**src/rtl/pipe_hazard_ctrl.sv**
```systemverilog
// Decode-stage interlock/forwarding controller with a memory-wait freeze FSM.
// Optional statistics counters are enabled by defining PIPE_HAZARD_STATS_EN.
module pipe_hazard_ctrl #(
  parameter int MEM_TIMEOUT = 255,
  parameter int CNT_W       = 8,
  parameter int STAT_W      = 16
) (
  input  logic              clock,
  input  logic              resetn,
  input  logic [4:0]        rs,
  input  logic [4:0]        rt,
  input  logic              use_rs,
  input  logic              use_rt,
  input  logic              ewreg,
  input  logic              em2reg,
  input  logic [4:0]        ern0,
  input  logic              mwreg,
  input  logic              mm2reg,
  input  logic              mwmem,
  input  logic [4:0]        mrn,
  input  logic              dmem_ready,
  output logic [1:0]        fwda,
  output logic [1:0]        fwdb,
  output logic              wpcir,
  output logic              dbubble,
  output logic              pstall,
  output logic              mem_err,
  output logic [1:0]        state,
  output logic [STAT_W-1:0] luse_cnt,
  output logic [STAT_W-1:0] mwait_cnt
);

  typedef enum logic [1:0] {
    ST_RUN   = 2'b00,
    ST_MWAIT = 2'b01,
    ST_ERR   = 2'b10
  } state_t;

  localparam logic [CNT_W-1:0] TIMEOUT_C = CNT_W'(MEM_TIMEOUT);

  state_t           state_q, state_d;
  logic [CNT_W-1:0] cnt_q, cnt_d;
  logic             err_q, err_d;
  logic             luse_s;
  logic             macc_s;
  logic             mwait_start_s;

  // E-stage ALU result wins over M-stage; register 0 is hard-wired and never forwarded.
  function automatic logic [1:0] fwd_sel(input logic [4:0] src,
                                         input logic       e_wr,
                                         input logic       e_ld,
                                         input logic [4:0] e_rn,
                                         input logic       m_wr,
                                         input logic       m_ld,
                                         input logic [4:0] m_rn);
    logic [1:0] sel;
    if (e_wr && !e_ld && (e_rn != 5'd0) && (e_rn == src)) begin
      sel = 2'b01;
    end else if (m_wr && (m_rn != 5'd0) && (m_rn == src)) begin
      sel = m_ld ? 2'b11 : 2'b10;
    end else begin
      sel = 2'b00;
    end
    return sel;
  endfunction

  // Hazard detection and forwarding selects
  always_comb begin
    fwda   = fwd_sel(rs, ewreg, em2reg, ern0, mwreg, mm2reg, mrn);
    fwdb   = fwd_sel(rt, ewreg, em2reg, ern0, mwreg, mm2reg, mrn);
    macc_s = mm2reg | mwmem;
    luse_s = ewreg & em2reg & (ern0 != 5'd0) &
             ((use_rs & (ern0 == rs)) | (use_rt & (ern0 == rt)));
    mwait_start_s = (state_q == ST_RUN) & macc_s & ~dmem_ready;
  end

  // Pipeline control outputs decoded from the current state
  always_comb begin
    wpcir   = 1'b0;
    dbubble = 1'b0;
    pstall  = 1'b1;
    case (state_q)
      ST_RUN: begin
        if (macc_s && !dmem_ready) begin
          wpcir   = 1'b0;
          dbubble = 1'b0;
          pstall  = 1'b1;
        end else if (luse_s) begin
          wpcir   = 1'b0;
          dbubble = 1'b1;
          pstall  = 1'b0;
        end else begin
          wpcir   = 1'b1;
          dbubble = 1'b0;
          pstall  = 1'b0;
        end
      end
      ST_MWAIT: begin
        wpcir   = 1'b0;
        dbubble = 1'b0;
        pstall  = 1'b1;
      end
      ST_ERR: begin
        wpcir   = 1'b0;
        dbubble = 1'b1;
        pstall  = 1'b1;
      end
      default: begin
        wpcir   = 1'b0;
        dbubble = 1'b1;
        pstall  = 1'b1;
      end
    endcase
  end

  // Next-state, wait counter and sticky error computation
  always_comb begin
    state_d = state_q;
    cnt_d   = cnt_q;
    err_d   = err_q;
    case (state_q)
      ST_RUN: begin
        if (macc_s && !dmem_ready) begin
          state_d = ST_MWAIT;
          cnt_d   = {{(CNT_W-1){1'b0}}, 1'b1};
        end else begin
          state_d = ST_RUN;
        end
      end
      ST_MWAIT: begin
        if (dmem_ready) begin
          state_d = ST_RUN;
          cnt_d   = {CNT_W{1'b0}};
        end else if (cnt_q == TIMEOUT_C) begin
          state_d = ST_ERR;
          err_d   = 1'b1;
        end else begin
          cnt_d = cnt_q + {{(CNT_W-1){1'b0}}, 1'b1};
        end
      end
      ST_ERR: begin
        state_d = ST_ERR;
        err_d   = 1'b1;
      end
      default: begin
        state_d = ST_ERR;
        err_d   = 1'b1;
      end
    endcase
  end

  // FSM state, wait counter and error flag registers
  always_ff @(posedge clock or negedge resetn) begin
    if (!resetn) begin
      state_q <= ST_RUN;
      cnt_q   <= {CNT_W{1'b0}};
      err_q   <= 1'b0;
    end else begin
      state_q <= state_d;
      cnt_q   <= cnt_d;
      err_q   <= err_d;
    end
  end

  assign state   = state_q;
  assign mem_err = err_q;

`ifdef PIPE_HAZARD_STATS_EN
  logic [STAT_W-1:0] luse_cnt_q, luse_cnt_d;
  logic [STAT_W-1:0] mwait_cnt_q, mwait_cnt_d;

  // Saturating statistics counter updates
  always_comb begin
    luse_cnt_d  = luse_cnt_q;
    mwait_cnt_d = mwait_cnt_q;
    if ((state_q == ST_RUN) && luse_s && !mwait_start_s &&
        (luse_cnt_q != {STAT_W{1'b1}})) begin
      luse_cnt_d = luse_cnt_q + {{(STAT_W-1){1'b0}}, 1'b1};
    end else begin
      luse_cnt_d = luse_cnt_q;
    end
    if ((state_q == ST_MWAIT) && (mwait_cnt_q != {STAT_W{1'b1}})) begin
      mwait_cnt_d = mwait_cnt_q + {{(STAT_W-1){1'b0}}, 1'b1};
    end else begin
      mwait_cnt_d = mwait_cnt_q;
    end
  end

  // Statistics registers
  always_ff @(posedge clock or negedge resetn) begin
    if (!resetn) begin
      luse_cnt_q  <= {STAT_W{1'b0}};
      mwait_cnt_q <= {STAT_W{1'b0}};
    end else begin
      luse_cnt_q  <= luse_cnt_d;
      mwait_cnt_q <= mwait_cnt_d;
    end
  end

  assign luse_cnt  = luse_cnt_q;
  assign mwait_cnt = mwait_cnt_q;
`else
  assign luse_cnt  = {STAT_W{1'b0}};
  assign mwait_cnt = {STAT_W{1'b0}};
`endif

endmodule

```
**config.mk**
```make
export PLATFORM = sky130hd
export DESIGN_NAME = pipe_hazard_ctrl
export DESIGN_NICKNAME = d
export VERILOG_FILES = /design/src/rtl/pipe_hazard_ctrl.sv
export SDC_FILE = /design/constraint.sdc
export NUM_CORES = 1
export LEC_CHECK = 0
export CAP_MARGIN = 20
export CELL_PAD_IN_SITES_DETAIL_PLACEMENT = 0
export CELL_PAD_IN_SITES_GLOBAL_PLACEMENT = 2
export CORE_ASPECT_RATIO = 1.75
export CORE_UTILIZATION = 21
export CTS_CLUSTER_DIAMETER = 30
export DETAILED_ROUTE_END_ITERATION = 8
export HOLD_SLACK_MARGIN = 0.06
export PLACE_DENSITY = 0.92
export SETUP_SLACK_MARGIN = 0.5
export SLEW_MARGIN = 10
export SYNTH_ARGS = -nofsm -noshare
export SYNTH_HDL_FRONTEND = slang
export SYNTH_SLANG_ARGS = --single-unit
```
**constraint.sdc**
```tcl
create_clock -name clock -period 5.1 [get_ports clock]
set_input_delay 1.02 -clock clock [delete_from_list [all_inputs] [get_ports clock]]
set_output_delay 1.02 -clock clock [all_outputs]
set_load 0.02 [all_outputs]
```
Yosys cells after proc, flatten, opt, wreduce, memory -nomap -nowiden
Index checks and enable logic that the tools add are counted.
Word-level totals
  register bits: 11
  output and inout port bits: 42
  logic and storage cells: 63
Operators by class
  mux-type cells: 24
  reductions and logical operators: 16
  bitwise gates (word level): 8
  equality and inequality tests: 11
  add/sub/neg operators: 1
Operators by type and width (count)
  $mux 8: 3
  $eq 5x5->1: 4
  $pmux 8 s2: 1
  $mux 2: 6
  $mux 1: 11
  $reduce_bool 5->1: 2
  $add 8x1->8 const B: 1
  $eq 8x8->1 const B: 1
  $logic_and 1x1->1: 8
  $ne 3x3->1 const B: 2
  $reduce_and 3->1: 2
  $and 1x1->1: 5
  $ne 2x2->1 const B: 2
  $pmux 1 s2: 2
  $pmux 2 s2: 1
  $eq 2x1->1 const B: 1
  $logic_not 1->1: 2
  $logic_not 2->1: 1
  $ne 2x1->1 const B: 1
  $or 1x1->1: 2
  $reduce_bool 2->1: 1
  $not 1->1: 1

Logic depth before layout (Yosys ltp)
Gate-level depths: netlist of run 1.
  depth in word-level cells: 7
  gate-level depth with buffers: 7
  mapped depth without buffers: 6

Least setup slack after synthesis of run 1
Ideal clock, no wire load.
  kind: input to output
  from: in ern0[0]
  to: out fwda[1]
  buffers on the path: 0
  required time: 4.080 ns
  arrival: 2.160 ns
  path slack: 1.920 ns
  cell stages on the path: 4
  path through: or4_1 o21ai_0 nor3_1 nor2b_1
Between the ends
  longest elaborated chain between the ends: 4
  elaborated cells on any way between the ends: 5
  those cells by class: eq/ne: 1; mux: 1; reduce/logical: 3
Ends and longest elaborated chain
  from (decl): RTL line 16  | input logic [4:0] ern0,
  $reduce_bool 5->1: RTL line 57  | if (e_wr && !e_ld && (e_rn != 5'd0) && (e_rn == src)) begin
  $logic_and 1x1->1: RTL line 57
  $logic_and 1x1->1 *: RTL line 57
  $mux 2 *: RTL line 57
  to (decl): RTL line 22  | output logic [1:0] fwda,
Every way passes the cells marked *; elsewhere a longest branch is shown, timed or not.

Final worst setup path of run 1
Ends and elaborated chain as after synthesis.

==> metrics.yaml, run 1 <==
timing.fmax_mhz: 241
endpoint_kind: "output port"
async_flop_share: 1.00
die_w_um: 59.1
synthFlopType: "dfrtp_1"
placed_cells: 249
rsz0062_at_grt: "false"
place_area_mm2: 0.00152
first_pass_iters: 4
hold_viol_final: 0
worstMarginPinSlew_ns: 0.529
initial_core_util: 0.217
syn_area_mm2: 0.00120
setup_tns_ns: 0
finalSetupViolCount: 0
ys_types: 36
nets: 209
cap_violations: 0
grt_pass1_vias: 1000
die_area_mm2: 0.00603
p_per_area_mw_per_mm2: 180
crit_type: "input port to output port"
route.vias.total: 1018
p_seq_frac: 0.343
ir_drop_v: 0.0000625
grtUsageTotal: 0.0974
status: "finished clean"
combPwrFrac: 0.347
cts.sinks: 11
detail-route-antenna-nets: 0
p_sw_frac: 0.327
cts.hold.buffers_added: 0
max_slew_margin: 0.648
worstPathMaxFanout: 3
synth_edf_count: 0
cts_buffers: 3
intPower_uw: 190
syn_area_per_cell_um2: 8.69
cts-root-buf: "clkbuf_8"
grt_start_max_net_pins: 14
io_buffers: 39
core_area_mm2: 0.00554
finish.utilization: 0.283
fin_crit_sh: 0.813
gp_congestion: 0.773
layout-drive-gt1-share: 0.0621
clkPwrFrac: 0.310
synth.top_cells.by_count: "buf_4 (32), xor2_1 (14), xnor2_1 (12)"
antenna_found_initial: 0
fin_cells: 253
clk_pin_slew_ns: 0.05
fillers: 607
grt_pass1_wl_um: 4380
ioPinCount: 72
cts_tree: "yes"
placementRows: 36
final_cell_area_mm2: 0.00157
cp-start-kind: "input port"
die_y_um: 102
cts_max_path_buffers: 2
h-tree-depth: 1
yosysTopAreaCell: "dfrtp_1"
ys_ff_latch: 11
synthDominantCellAreaShare: 0.229
area_delta_synth_final_pct: 30.4
slew_viol_final: 0
synth_most_common_cell: "buf_4"
first_iter_violations: 60
clk-insertion-delay-late_ns: 0.24
hpwl_um: 2320
period_needed_ns: 4.15
required_ns: 4.08
yosys_warnings: 0
drc: 0
globalRoute.totalOverflow: 0
worstPathArrival_ns: 3.13
synthCells: 138
yosysSeqAreaShare: 0.229
postCtsSetupBuffers: 0
drt_wl_total_um: 2800
drt-vias-per-instance: 4.02
p_leak_nw: 0.678
post_cts_resized: 0
skew_ns: 0.00191
antenna_cells: 0
yosys-top-cells-area: "dfrtp_1 (23%), buf_4 (20%), xor2_1 (10%)"
hp-class: "flip-flop to flip-flop"
p_switching_uw: 92.1
wire_per_inst_um: 11.1
==> metal layers <==
| metal | wire length [um] | part of all wire | up-vias | track usage |
|---|---|---|---|---|
| met4 | 142 | 0.051 | 0 | 0.0714 |
| met5 | 0 | 0 | - | 0 |
| met1 | 1060 | 0.38 | 448 | 0.102 |
| met3 | 212 | 0.076 | 9 | 0.0127 |
| li1 | - | - | 491 | - |
| met2 | 1380 | 0.49 | 70 | 0.172 |
==> sequential cells by signal, indices dropped and copies added, names as in the netlist <==
| name | count |
|---|---|
| state | 2 |
| cnt_q | 8 |
| mem_err | 1 |
==> worst max-delay path, stage by stage <==
cell	delay, ns
clkdlybuf4s50_1	0.46
or4_1	0.58
o21ai_0	0.23
nor3_1	0.12
nor2b_1	0.12
clkdlybuf4s50_1	0.61
==> area by class of cell <==
class	count	area, um^2	area share
Multi-Input combinational cell	123	759	0.485
Timing Repair Buffer	39	390	0.249
Sequential cell	11	275	0.176
Tap cell	76	95.1	0.0608
Clock buffer	4	45.0	0.0288
==> power groups by stage <==
| stage | combinational [mW] | clock (mW) | sequential (mW) |
|---|---|---|---|
| floorplan | 0.0759 | 0 | 0.0966 |
| global placement | 0.0973 | 0 | 0.0978 |
| detailed placement | 0.0976 | 0 | 0.0978 |
| CTS | 0.0978 | 0.0895 | 0.0964 |
| global route | 0.106 | 0.0963 | 0.0973 |
| finish | 0.0978 | 0.0874 | 0.0966 |
==> final timing paths <==
| check | slack [ns] | start | cells past startpoint | to |
|---|---|---|---|---|
| max | 0.95 | ern0[0] | 6 | fwda[1] |
| max reg2reg | 3.12 | cnt_q[0] | 5 | cnt_q[0] |
| min reg2reg | 0.48 | mem_err | 1 | mem_err |
| max in group asynchronous | 3.63 | resetn | 1 | cnt_q[6] |
| min in group asynchronous | 1.13 | resetn | 1 | state[0] |
| min | 0.48 | mem_err | 1 | mem_err |
==> per-stage QoR <==
| stage | power, mW | setup WS [ns] | hold WS (ns) |
|---|---|---|---|
| floorplan | 0.172 | 1.92 | 0.501 |
| global placement | 0.195 | 0.939 | 0.460 |
| detailed placement | 0.195 | 0.933 | 0.466 |
| CTS | 0.284 | 0.933 | 0.477 |
| global route | 0.300 | 0.715 | 0.513 |
| finish | 0.282 | 0.952 | 0.485 |
==> logic make-up (layout without fill, tap and decap cells) <==
group,Yosys count,in the layout,synth area share
flip-flops,11,11,0.229
AND/OR/NAND/NOR,50,50,0.242
other,1,32,0.00313
AO/OA/AOI/OAI,12,12,0.0657
multiplexers,2,2,0.0250
adder cells (fa/ha/maj),1,1,0.0104
XOR/XNOR,26,26,0.190
buffers and inverters,35,43,0.235
==> layout by cell type, fill, tap and decap left out, drive strengths merged, types with 2 or more instances in the layout <==
cell type,synthesis,routed
xnor2,12,12
or3,3,3
or4,2,2
mux2,2,2
dfrtp,11,11
and4b,2,2
xor2,14,14
clkbuf,0,4
nor2,11,11
a21o,2,2
nor2b,2,2
o21ai,5,5
nand2,5,5
nor4,4,4
nand3,5,5
clkdlybuf4s50,0,39
conb,1,32
nor3,7,7
and3,2,2
(Power assumes the default switching activity.)
==> run 2: changes to the inputs <==
- CORE_UTILIZATION: 21 -> 18
- PLACE_DENSITY: 0.92 -> 0.85
- clock period: 5.1 -> 3.8 ns (I/O delays scaled with it)
==> run 2 against run 1 <==
Effect of this change: via count shrank 0.59%; register-to-register slack got worse by 1.3 ns; flip-flop and latch count stayed put; worst hold slack worse by 0.0085 ns; total power is 64% higher; final cell count grew 2.8%; clock skew is 0.0011 ns lower; critical endpoint is now fwda[0].
==> metrics.yaml, run 2 (synthesized netlist as in run 1, its figures left out) <==
route.vias.total: 1012
drc: 0
wl_met2_um: 1540
fillers: 708
worstPathArrival_ns: 2.48
clk-insertion-delay-late_ns: 0.24
detail-route-antenna-nets: 0
placed_cells: 256
endpoint_kind: "output port"
clk_pin_slew_ns: 0.04
drt_wl_total_um: 3020
required_ns: 3.04
cts-root-buf: "clkbuf_16"
largest_register_ffs: 8
area_delta_synth_final_pct: 40.1
postCtsSetupBuffers: 0
crit_type: "input port to output port"
placementRows: 39
cp-start-kind: "input port"
skew_ns: 0.000860
final_common_cell: "conb_1"
grtUsageTotal: 0.0863
first_pass_iters: 3
hold_viol_final: 0
cp_slowest_cell: "or4_4"
cp_slowest_stage_delay_ns: 0.53
cap_violations: 0
max_slew_margin: 0.642
cts_max_path_buffers: 2
met3WireLength_um: 218
h-tree-depth: 1
total_power_uw: 463
cts_buffers: 3
cts_tree: "yes"
core_area_mm2: 0.00649
timing.fmax_mhz: 309
status: "finished clean"
ioPinCount: 72
finalSetupViolCount: 0
fin_crit_sh: 0.853
grt_pass1_vias: 980
drt-vias-per-instance: 3.89
antenna_found_initial: 0
crit_chain: "clkdlybuf4s50_1 -> or4_4 -> o21ai_4 -> nor3_2 -> a21o_1 -> dlygate4sd2_1"
multi_input_area_um2: 827
ir_drop_v: 0.000104
nets: 210
slew_viol_final: 0
setup_tns_ns: 0
antenna_cells: 0
period_needed_ns: 3.24
layout_common_cells: "conb_1 (32), clkdlybuf4s50_1 (28), xor2_1 (14)"
die_y_um: 110
final_cell_area_mm2: 0.00168
hpwl_um: 2430
die_area_mm2: 0.00701
globalRoute.totalOverflow: 0
worstMarginPinSlew_ns: 0.536
die_w_um: 63.7
gp_congestion: 0.704
largest-register: "cnt_q"
grt_start_max_net_pins: 14
met1_length_um: 1190
p_per_area_mw_per_mm2: 275
p_leak_nw: 0.771
wire_per_inst_um: 11.6
io_buffers: 39
rsz0062_at_grt: "true"
fin_cells: 260
worstPathMaxFanout: 3
place_area_mm2: 0.00154
top_layer_used: "met4"
register_area_um2: 275
cts.sinks: 11
first_iter_violations: 16
hp-class: "flip-flop to flip-flop"
layout-drive-gt1-share: 0.129
grt_pass1_wl_um: 4570
initial_core_util: 0.185
## run 2: worst paths after layout
kind / startpoint / endpoint / slack (ns) / cells past startpoint
min in group asynchronous: resetn / state[0] / 0.88 / 1
setup reg to reg: cnt_q[0] / cnt_q[0] / 1.84 / 5
max in group asynchronous: resetn / cnt_q[5] / 2.57 / 1
setup / recovery: ern0[2] / fwda[0] / 0.56 / 6
hold reg to reg: mem_err / mem_err / 0.48 / 1
hold / removal: mem_err / mem_err / 0.48 / 1
## run 2: routing by layer
layer	vias to the layer above	GRT usage
met5	-	0
met3	6	0.0134
li1	492	-
met1	448	0.0862
met2	66	0.171
met4	0	0.0390
## run 2: critical path, delay by kind of cell
kind,cells,cell delay [ns]
AND/OR/NAND/NOR,2,0.60
buffers and inverters,2,0.78
AO/OA/AOI/OAI,2,0.32
## run 2: area by class of cell
type,instances,area share
Tap cell,82,0.0610
Timing Repair Buffer,40,0.237
Clock buffer,4,0.0469
Multi-Input combinational cell,123,0.492
Sequential cell,11,0.164
## run 2: what timing repair did
action,in CTS,in global routing
endpoints found under the setup margin,6,6
gates resized for setup,16,14
hold buffers,0,0
pin swaps,0,1
## run 2: power by group
part	internal [mW]	switching (mW)	total (mW)	leakage, nW
sequential	0.123	0.00706	0.130	0.148
combinational	0.0596	0.0794	0.139	0.585
clock	0.141	0.0530	0.194	0.0382
total	0.323	0.139	0.463	0.771
## run 2: stage by stage
step                hold WS, ns  setup slack, ns   util
floorplan                 0.464             1.14      -
global placement          0.463            0.166  0.237
detailed placement        0.472            0.164  0.237
CTS                       0.482            0.510  0.250
global route              0.503            0.492  0.259
finish                    0.476            0.560  0.259
